<file path="config.mk">
export PLATFORM = sky130hd
export DESIGN_NAME = fifo_queue_reader_flat
export DESIGN_NICKNAME = d
export VERILOG_FILES = /design/src/rtl/fifo_queue_reader_if.sv /design/src/rtl/fifo_queue_reader.sv /design/src/flat_wrapper.sv
export SDC_FILE = /design/constraint.sdc
export NUM_CORES = 1
export LEC_CHECK = 0
export ABC_CLOCK_PERIOD_IN_PS = 2000
export CAP_MARGIN = 5
export CORE_MARGIN = 1
export CORE_UTILIZATION = 40
export DETAILED_ROUTE_END_ITERATION = 8
export HOLD_SLACK_MARGIN = 0.03
export PLACE_DENSITY_LB_ADDON = 0.08
export SETUP_SLACK_MARGIN = 0.5
export SLEW_MARGIN = 30
export SYNTH_ARGS = -nofsm -noshare
export SYNTH_HDL_FRONTEND = slang
export SYNTH_SLANG_ARGS = --single-unit
</file>
<file path="constraint.sdc">
create_clock -name i_clk -period 2 [get_ports i_clk]
set_clock_uncertainty 0.2 [all_clocks]
set_input_delay 0.5 -clock i_clk [delete_from_list [all_inputs] [get_ports i_clk]]
set_output_delay 0.5 -clock i_clk [all_outputs]
set_load 0.02 [all_outputs]
</file>
<file path="src/rtl/fifo_queue_reader_if.sv">
// Bundles the queue-pop side (q_get/q_empty/q_data) and the downstream valid/ready stream.
// Latency: none, wires only.
// Backpressure: out_ready from the consumer stalls the reader; q_empty stalls new pops.
interface fifo_queue_reader_if #(
  parameter int WIDTH = 16
);
  logic             q_get;
  logic             q_empty;
  logic [WIDTH-1:0] q_data;
  logic             out_valid;
  logic             out_ready;
  logic [WIDTH-1:0] out_data;

  // Reader side: pops the queue and sources the output stream.
  modport master (
    output q_get,
    output out_valid,
    output out_data,
    input  q_empty,
    input  q_data,
    input  out_ready
  );

  // Environment side: the queue and the downstream consumer.
  modport slave (
    input  q_get,
    input  out_valid,
    input  out_data,
    output q_empty,
    output q_data,
    output out_ready
  );
endinterface

</file>
<file path="src/rtl/fifo_queue_reader.sv">
// Pops one word at a time from the 8-deep queue into a single-entry valid/ready output slot.
// Latency: IDLE decision at N, q_get at N+1, word latched end of N+2, out_valid at N+3.
// Backpressure: a pop only starts when the slot is free; bursts of MAX_BURST are followed by GAP_CYCLES idle cycles.
module fifo_queue_reader #(
  parameter int WIDTH      = 16,
  parameter int MAX_BURST  = 4,
  parameter int GAP_CYCLES = 2,
  parameter int COUNT_W    = 16
) (
  input  logic               i_clk,
  input  logic               i_reset,
  input  logic               i_drain_en,
  input  logic               i_flush,
  fifo_queue_reader_if.master bus,
  output logic [COUNT_W-1:0] o_words_out,
  output logic               o_busy
);

  // Burst counter holds 0..MAX_BURST-1; gap counter holds 0..GAP_CYCLES-1.
  localparam int BW = (MAX_BURST > 1) ? $clog2(MAX_BURST) : 1;
  localparam int GW = (GAP_CYCLES > 1) ? $clog2(GAP_CYCLES) : 1;
  localparam logic [BW-1:0] BURST_LAST = BW'(MAX_BURST - 1);
  localparam logic [GW-1:0] GAP_LAST   = GW'((GAP_CYCLES > 0) ? (GAP_CYCLES - 1) : 0);

  typedef enum logic [1:0] {
    S_IDLE    = 2'd0,
    S_FETCH   = 2'd1,
    S_CAPTURE = 2'd2,
    S_GAP     = 2'd3
  } state_t;

  state_t             r_state;
  logic               r_q_get;
  logic               r_out_valid;
  logic [WIDTH-1:0]   r_out_data;
  logic [COUNT_W-1:0] r_words_out;
  logic [BW-1:0]      r_burst_cnt;
  logic [GW-1:0]      r_gap_cnt;
  logic               r_discard;

  state_t             w_state_nxt;
  logic               w_q_get_nxt;
  logic [BW-1:0]      w_burst_nxt;
  logic [GW-1:0]      w_gap_nxt;
  logic               w_discard_nxt;
  logic               w_load;
  logic               w_slot_free;
  logic               w_hs;

  // A flushed word is never counted, even if the consumer is ready in that cycle.
  assign w_slot_free = !r_out_valid || bus.out_ready;
  assign w_hs        = r_out_valid && bus.out_ready && !i_flush;

  // State register.
  always_ff @(posedge i_clk) begin
    if (i_reset) begin
      r_state <= S_IDLE;
    end else begin
      r_state <= w_state_nxt;
    end
  end

  // Next-state, pop strobe, burst/gap counters and capture decision.
  always_comb begin
    w_state_nxt   = r_state;
    w_q_get_nxt   = 1'b0;
    w_burst_nxt   = r_burst_cnt;
    w_gap_nxt     = r_gap_cnt;
    w_discard_nxt = 1'b0;
    w_load        = 1'b0;
    case (r_state)
      S_IDLE: begin
        if (!i_drain_en || i_flush) begin
          w_burst_nxt = '0;
        end
        if (i_drain_en && !bus.q_empty && w_slot_free && !i_flush) begin
          w_state_nxt = S_FETCH;
          w_q_get_nxt = 1'b1;
        end
      end
      S_FETCH: begin
        // The pop is already issued; a flush here only marks the word for discard.
        w_state_nxt   = S_CAPTURE;
        w_discard_nxt = i_flush;
      end
      S_CAPTURE: begin
        if (i_flush) begin
          w_state_nxt = S_IDLE;
          w_burst_nxt = '0;
        end else begin
          w_load = !r_discard;
          if (r_burst_cnt == BURST_LAST) begin
            w_burst_nxt = '0;
            w_gap_nxt   = '0;
            w_state_nxt = (GAP_CYCLES > 0) ? S_GAP : S_IDLE;
          end else begin
            w_burst_nxt = r_burst_cnt + BW'(1);
            w_state_nxt = S_IDLE;
          end
        end
      end
      S_GAP: begin
        if (i_flush) begin
          w_state_nxt = S_IDLE;
          w_burst_nxt = '0;
          w_gap_nxt   = '0;
        end else if (r_gap_cnt == GAP_LAST) begin
          w_state_nxt = S_IDLE;
          w_gap_nxt   = '0;
        end else begin
          w_gap_nxt = r_gap_cnt + GW'(1);
        end
      end
      default: begin
        w_state_nxt = S_IDLE;
      end
    endcase
  end

  // Pop strobe, counters and discard marker.
  always_ff @(posedge i_clk) begin
    if (i_reset) begin
      r_q_get     <= 1'b0;
      r_burst_cnt <= '0;
      r_gap_cnt   <= '0;
      r_discard   <= 1'b0;
    end else begin
      r_q_get     <= w_q_get_nxt;
      r_burst_cnt <= w_burst_nxt;
      r_gap_cnt   <= w_gap_nxt;
      r_discard   <= w_discard_nxt;
    end
  end

  // Output slot: load on capture, drop on flush, release on handshake.
  always_ff @(posedge i_clk) begin
    if (i_reset) begin
      r_out_valid <= 1'b0;
      r_out_data  <= '0;
    end else begin
      if (i_flush) begin
        r_out_valid <= 1'b0;
      end else if (w_load) begin
        r_out_valid <= 1'b1;
      end else if (w_hs) begin
        r_out_valid <= 1'b0;
      end
      if (w_load) begin
        r_out_data <= bus.q_data;
      end
    end
  end

  // Delivered-word counter, wraps naturally.
  always_ff @(posedge i_clk) begin
    if (i_reset) begin
      r_words_out <= '0;
    end else if (w_hs) begin
      r_words_out <= r_words_out + COUNT_W'(1);
    end
  end

  assign bus.q_get     = r_q_get;
  assign bus.out_valid = r_out_valid;
  assign bus.out_data  = r_out_data;
  assign o_words_out   = r_words_out;
  assign o_busy        = (r_state != S_IDLE);

endmodule
</file>
<file path="src/flat_wrapper.sv">
// flat-port wrapper written by rule: the top's interface ports become plain ports
module fifo_queue_reader_flat 
#(
  parameter int WIDTH      = 16,
  parameter int MAX_BURST  = 4,
  parameter int GAP_CYCLES = 2,
  parameter int COUNT_W    = 16
)
  (i_clk, i_reset, i_drain_en, i_flush, o_words_out, o_busy, bus_q_get, bus_out_valid, bus_out_data, bus_q_empty, bus_q_data, bus_out_ready);
  fifo_queue_reader_if #(.WIDTH(WIDTH)) bus_i ();
  input  logic i_clk;
  input  logic i_reset;
  input  logic i_drain_en;
  input  logic i_flush;
  output logic [COUNT_W-1:0] o_words_out;
  output logic o_busy;
  output wire logic [$bits(bus_i.q_get)-1:0] bus_q_get;
  output wire logic [$bits(bus_i.out_valid)-1:0] bus_out_valid;
  output wire logic [$bits(bus_i.out_data)-1:0] bus_out_data;
  input wire logic [$bits(bus_i.q_empty)-1:0] bus_q_empty;
  input wire logic [$bits(bus_i.q_data)-1:0] bus_q_data;
  input wire logic [$bits(bus_i.out_ready)-1:0] bus_out_ready;
  assign bus_q_get = bus_i.q_get;
  assign bus_out_valid = bus_i.out_valid;
  assign bus_out_data = bus_i.out_data;
  assign bus_i.q_empty = bus_q_empty;
  assign bus_i.q_data = bus_q_data;
  assign bus_i.out_ready = bus_out_ready;
  fifo_queue_reader #(.WIDTH(WIDTH), .MAX_BURST(MAX_BURST), .GAP_CYCLES(GAP_CYCLES), .COUNT_W(COUNT_W)) u_core (.i_clk(i_clk), .i_reset(i_reset), .i_drain_en(i_drain_en), .i_flush(i_flush), .bus(bus_i), .o_words_out(o_words_out), .o_busy(o_busy));
endmodule
</file>
# Word level (Yosys, flattened, before mapping)
# Index checks and enable logic that the tools add are counted.
[word_totals]
memories = 0
romBits = 0
ram_bits = 0
elab_cells = 67
inputBits = 22
output_inout_bits = 35
reg_bits = 40
latchBits = 0
[classes]
n_bitwise = 2
eq_ne = 10
n_shift = 0
mul = 0
addsub = 3
n_lt_le_gt_ge = 0
n_mux = 21
n_reduce_logical = 23
n_div = 0
[ops]
columns = ["op", "n"]
rows = [
  ["2-bit 2-to-1 mux", 9],
  ["16-bit by 1-bit adder with 16-bit output, second input constant", 1],
  ["1-bit 2-to-1 mux", 9],
  ["2-bit case mux with 4 select lines", 1],
  ["2-bit equality test, second input constant", 3],
  ["2-bit by 1-bit inequality test with 1-bit output, second input constant", 3],
  ["2-bit case mux with 3 select lines", 1],
  ["3-bit AND reduction", 2],
  ["2-bit nonzero test", 3],
  ["2-bit OR reduction", 3],
  ["1-bit logical AND", 5],
  ["1-bit logical NOT", 5],
  ["2-bit inequality test, second input constant", 2],
  ["3-bit by 2-bit inequality test with 1-bit output, second input constant", 1],
  ["3-bit nonzero test", 1],
  ["2-bit by 1-bit adder with 2-bit output, second input constant", 1],
  ["2-bit by 1-bit equality test with 1-bit output, second input constant", 1],
  ["2-bit logical NOT", 1],
  ["1-bit logical OR", 2],
  ["1-bit NOT", 2],
  ["1-bit case mux with 2 select lines", 1],
  ["2-bit AND reduction", 1],
  ["1-bit adder, second input constant", 1],
]

# Logic depth before layout (Yosys ltp)
[logic_depth]
ltp_word = 6
ltp_mapped = 7
ltp_nobuf = 5

# Worst setup path before layout
# No wires, ideal clock.
[synth_timing]
kind = "input-to-reg"
start = "input port i_flush"
end = "register u_core.r_words_out[15], in the netlist u_core.o_words_out[15]"
slack_ps = 72
path_buffers = 1
setup_time_ps = 70
required_ps = 1730
stages = 5
t_arrival_ps = 1657
path_cell_list = "buf_6 -> nand3b_4 -> or2_4 -> or4_1 -> a21oi_1"
[synth_via]
elab_chain_len = 2
[synth_rtl]
columns = ["element", "line", "source"]
rows = [
  ["from (decl)", "flat_wrapper.sv:14", "input logic i_flush;"],
  ["1-bit logical NOT", "fifo_queue_reader.sv:52", "assign w_hs = r_out_valid && bus.out_ready && !i_flush;"],
  ["1-bit logical AND", "fifo_queue_reader.sv:52", ""],
  ["to (signal assigned)", "fifo_queue_reader.sv:159", "r_words_out <= r_words_out + COUNT_W'(1);"],
  ["to (decl)", "fifo_queue_reader.sv:36", "logic [COUNT_W-1:0] r_words_out;"],
]
# Every way passes these cells.
# A chain may end at the register's enable or synchronous reset.

# Worst setup path in the final report
[layout_timing]
start = "register u_core.r_state[0]"
end = "output port o_busy"
[layout_via]
elab_chain_len = 1
[layout_rtl]
columns = ["element", "line", "source"]
rows = [
  ["from (decl)", "fifo_queue_reader.sv:32", "state_t r_state;"],
  ["from (signal assigned)", "fifo_queue_reader.sv:59", "r_state <= w_state_nxt;"],
  ["2-bit nonzero test", "fifo_queue_reader.sv:167", "assign o_busy = (r_state != S_IDLE);"],
  ["to (decl)", "flat_wrapper.sv:16", "output logic o_busy;"],
]
# Every way passes these cells.

==> impl_metrics.json <==
{
  "rows": 23,
  "yosysWarningCount": 0,
  "ys_types": 35,
  "yosysTopAreaCellShare_pct": 48.1,
  "p_leak_nw": 1.19,
  "status": "finished, final reports clean",
  "layout-drive-gt1-share_pct": 49.0,
  "clock_sinks": 40,
  "timing.fmax_mhz": 597,
  "numCtsBuffers": 5,
  "synth_edf_count": 0,
  "fin_crit_sh_pct": 83.7,
  "arrival_ns": 0.97,
  "preCtsSetupSlack_ns": -0.284,
  "setup_viol": 0,
  "path_clk_slew_ns": 0.07,
  "die-area_mm2": 0.00443,
  "via_per_inst": 5.00,
  "rsz0062_at_grt": "yes",
  "synthToLayoutAreaGrowth_pct": 74.6,
  "totalWireLength_mm": 4.85,
  "die_x_um": 66.5,
  "reg2regPathDepth": 5,
  "clock_latency_ns": 0.29,
  "crit_family": "flip-flops",
  "cp_slowest_cell": "dfxtp_1",
  "syn_area_per_cell_um2": 8.41,
  "grt_usage_pct": 21.2,
  "hold_class": "reg2reg",
  "r2r-end": "u_core.o_words_out[14]",
  "drc": 0,
  "die_height_um": 66.5,
  "io_pins": 57,
  "crit_buf_inv": 1,
  "gp_congestion": 0.860,
  "period_needed_ns": 1.67,
  "syn_nets": 222,
  "maxSlewViolCount": 0,
  "overflow": 0,
  "h-tree-depth": 2,
  "ys_ff_latch": 40,
  "firstDrtPassIters": 4,
  "coreArea_mm2": 0.00400,
  "yosysTopAreaCell": "dfxtp_1",
  "synth_area_leaders": "dfxtp_1 48%, nand2_1 8.8%, a21oi_1 6.9%",
  "clockBufferDepth": 2,
  "drv_cap": 0,
  "r2r_setup_slack_ns": 0.35,
  "dp_hpwl_mm": 2.71,
  "critPathCaptureType": "output pin",
  "syn_inst": 198,
  "crit_fanout": 2,
  "worstMarginPinSlew_ns": 0.350,
  "postCtsHoldBufs": 0,
  "fin_util_pct": 72.7,
  "vias": 1741,
  "worstSetupPathType": "reg2out",
  "synth_area_mm2": 0.00167,
  "drt_iter0_markers": 119,
  "hold_end": "u_core.bus.out_data[15]",
  "cpPeakStageDelay_ns": 0.31,
  "crit_chain": "or2_4, buf_6",
  "portBuffers": 56,
  "cp-start-kind": "register",
  "diodes": 0,
  "synthArstFlopShare_pct": 0,
  "reg2reg_from": "u_core.o_words_out[0]",
  "nets": 322,
  "required_ns": 1.30,
  "grt_pass1_wl_mm": 6.95,
  "root_buffer": "clkbuf_8",
  "max_slew_margin_pct": 76.6,
  "final_common_cell": "buf_4",
  "instances_no_fill": 348,
  "synth_top_flop_cell": "dfxtp_1",
  "grt_pass1_vias": 1570,
  "ant_nets": 0,
  "seq_area_frac_synth_pct": 48.1,
  "final_cell_mix": "55 x buf_4, 39 x nand2_1, 27 x buf_6",
  "antenna_found_initial": 0,
  "initial_utilization_pct": 41.6,
  "peakVddDrop_mv": 0.441,
  "dp.cells": 311,
  "finalWorstSetupSlack_ns": 0.325,
  "powerDensity_mw_per_mm2": 485,
  "min_from": "u_core.bus.out_data[15]",
  "worstHoldPathCells": 2,
  "cts_tree": "built",
  "hold_viol": 0,
  "avgRoutedWirePerCell_um": 13.9,
  "grt_start_max_net_pins": 26
}
## how the worst max path moves through the flow
stage / startpoint / end / slack [ns] / depth (start not counted)
floorplan: i_flush / u_core.o_words_out[15] / 0.18 / 5
global placement: i_flush / u_core.bus.out_data[7] / -0.22 / 7
detailed placement: i_flush / u_core.bus.out_data[11] / -0.28 / 7
CTS: u_core.r_state[0] / o_busy / 0.31 / 2
global route: u_core.r_state[0] / o_busy / 0.30 / 2
finish: u_core.r_state[0] / o_busy / 0.33 / 2
## registers in the layout, summed over array words and instances, names as in the netlist
register	count
u_core.bus.q_get	1
u_core.r_discard	1
u_core.bus.out_valid	1
u_core.r_burst_cnt	2
u_core.bus.out_data	16
u_core.o_words_out	16
u_core.r_gap_cnt	1
u_core.r_state	2
## metal layers
| metal | share of wire, % | vias up | track usage [%] |
|---|---|---|---|
| met3 | 5.6 | 5 | 6.16 |
| met2 | 49 | 60 | 35.1 |
| met1 | 44 | 807 | 25.7 |
| met5 | 0 | - | 0 |
| li1 | - | 869 | - |
| met4 | 0.83 | 0 | 8.24 |
## kinds of logic after synthesis
kind of cell               share of synthesized area, %
and+or+nand+nor                                    28.2
adders and majority gates                          1.50
muxes                                             0.601
xor gates and xnor gates                           5.78
buffers and inverters                              4.06
DFF                                                48.1
AOI/OAI and AO/OA                                  11.7
## tightest hold or removal path, cell delays in order (launching register included)
cell and delay (ns):
dfxtp_1 0.31, nand2_1 0.05, a21oi_1 0.05
## repair_timing
action / 4_1_cts / 5_1_grt
setup endpoints to repair: 74 / 61
setup buffers: 24 / 5
endpoints found under the hold margin: 0 / 0
cloned: 1 / 0
gates resized for setup: 228 / 48
pin swaps: 20 / 10
## cell usage after synthesis, types with 2 or more instances
master and number:
a21oi_1 23, and3_1 2, and4_1 2, buf_2 3, clkbuf_1 8, dfxtp_1 40, ha_1 2, nand2_1 39
nand2b_1 4, nand3_1 5, nand4_1 5, nor2_1 18, nor2b_1 3, nor3_1 4, nor4_1 2, o21ai_0 8
or3_1 3, xnor2_1 5, xor2_1 6
## through the flow
step / total power (W) / TNS, ns / hold WS [ns] / area (um^2)
2_1_floorplan: 0.000856 / 0 / 0.257 / 1720
5_1_grt: 0.00146 / 0 / 0.272 / 2910
3_3_place_gp: 0.000921 / -5.74 / 0.242 / 2410
3_5_place_dp: 0.000920 / -6.16 / 0.249 / 2410
4_1_cts: 0.00142 / 0 / 0.257 / 2720
6_report: 0.00141 / 0 / 0.258 / 2910
## where the power goes
group | leakage [nW] | switching [W] | total [W] | internal (W)
clock network | 0.0410 | 0.000274 | 0.000511 | 0.000237
registers | 0.338 | 0.00000218 | 0.000790 | 0.000787
logic | 0.807 | 0.0000443 | 0.000110 | 0.0000658
total | 1.19 | 0.000321 | 0.00141 | 0.00109
## cell type report
type	instances	area, um^2
Multi-Input combinational cell	144	936
Tap cell	50	62.6
Timing Repair Buffer	106	973
Clock buffer	6	72.6
Sequential cell	40	855
Fill cell	312	1090
Inverter	1	3.75
Clock inverter	1	5.00
No activity file was read; power rests on OpenSTA's default activity.
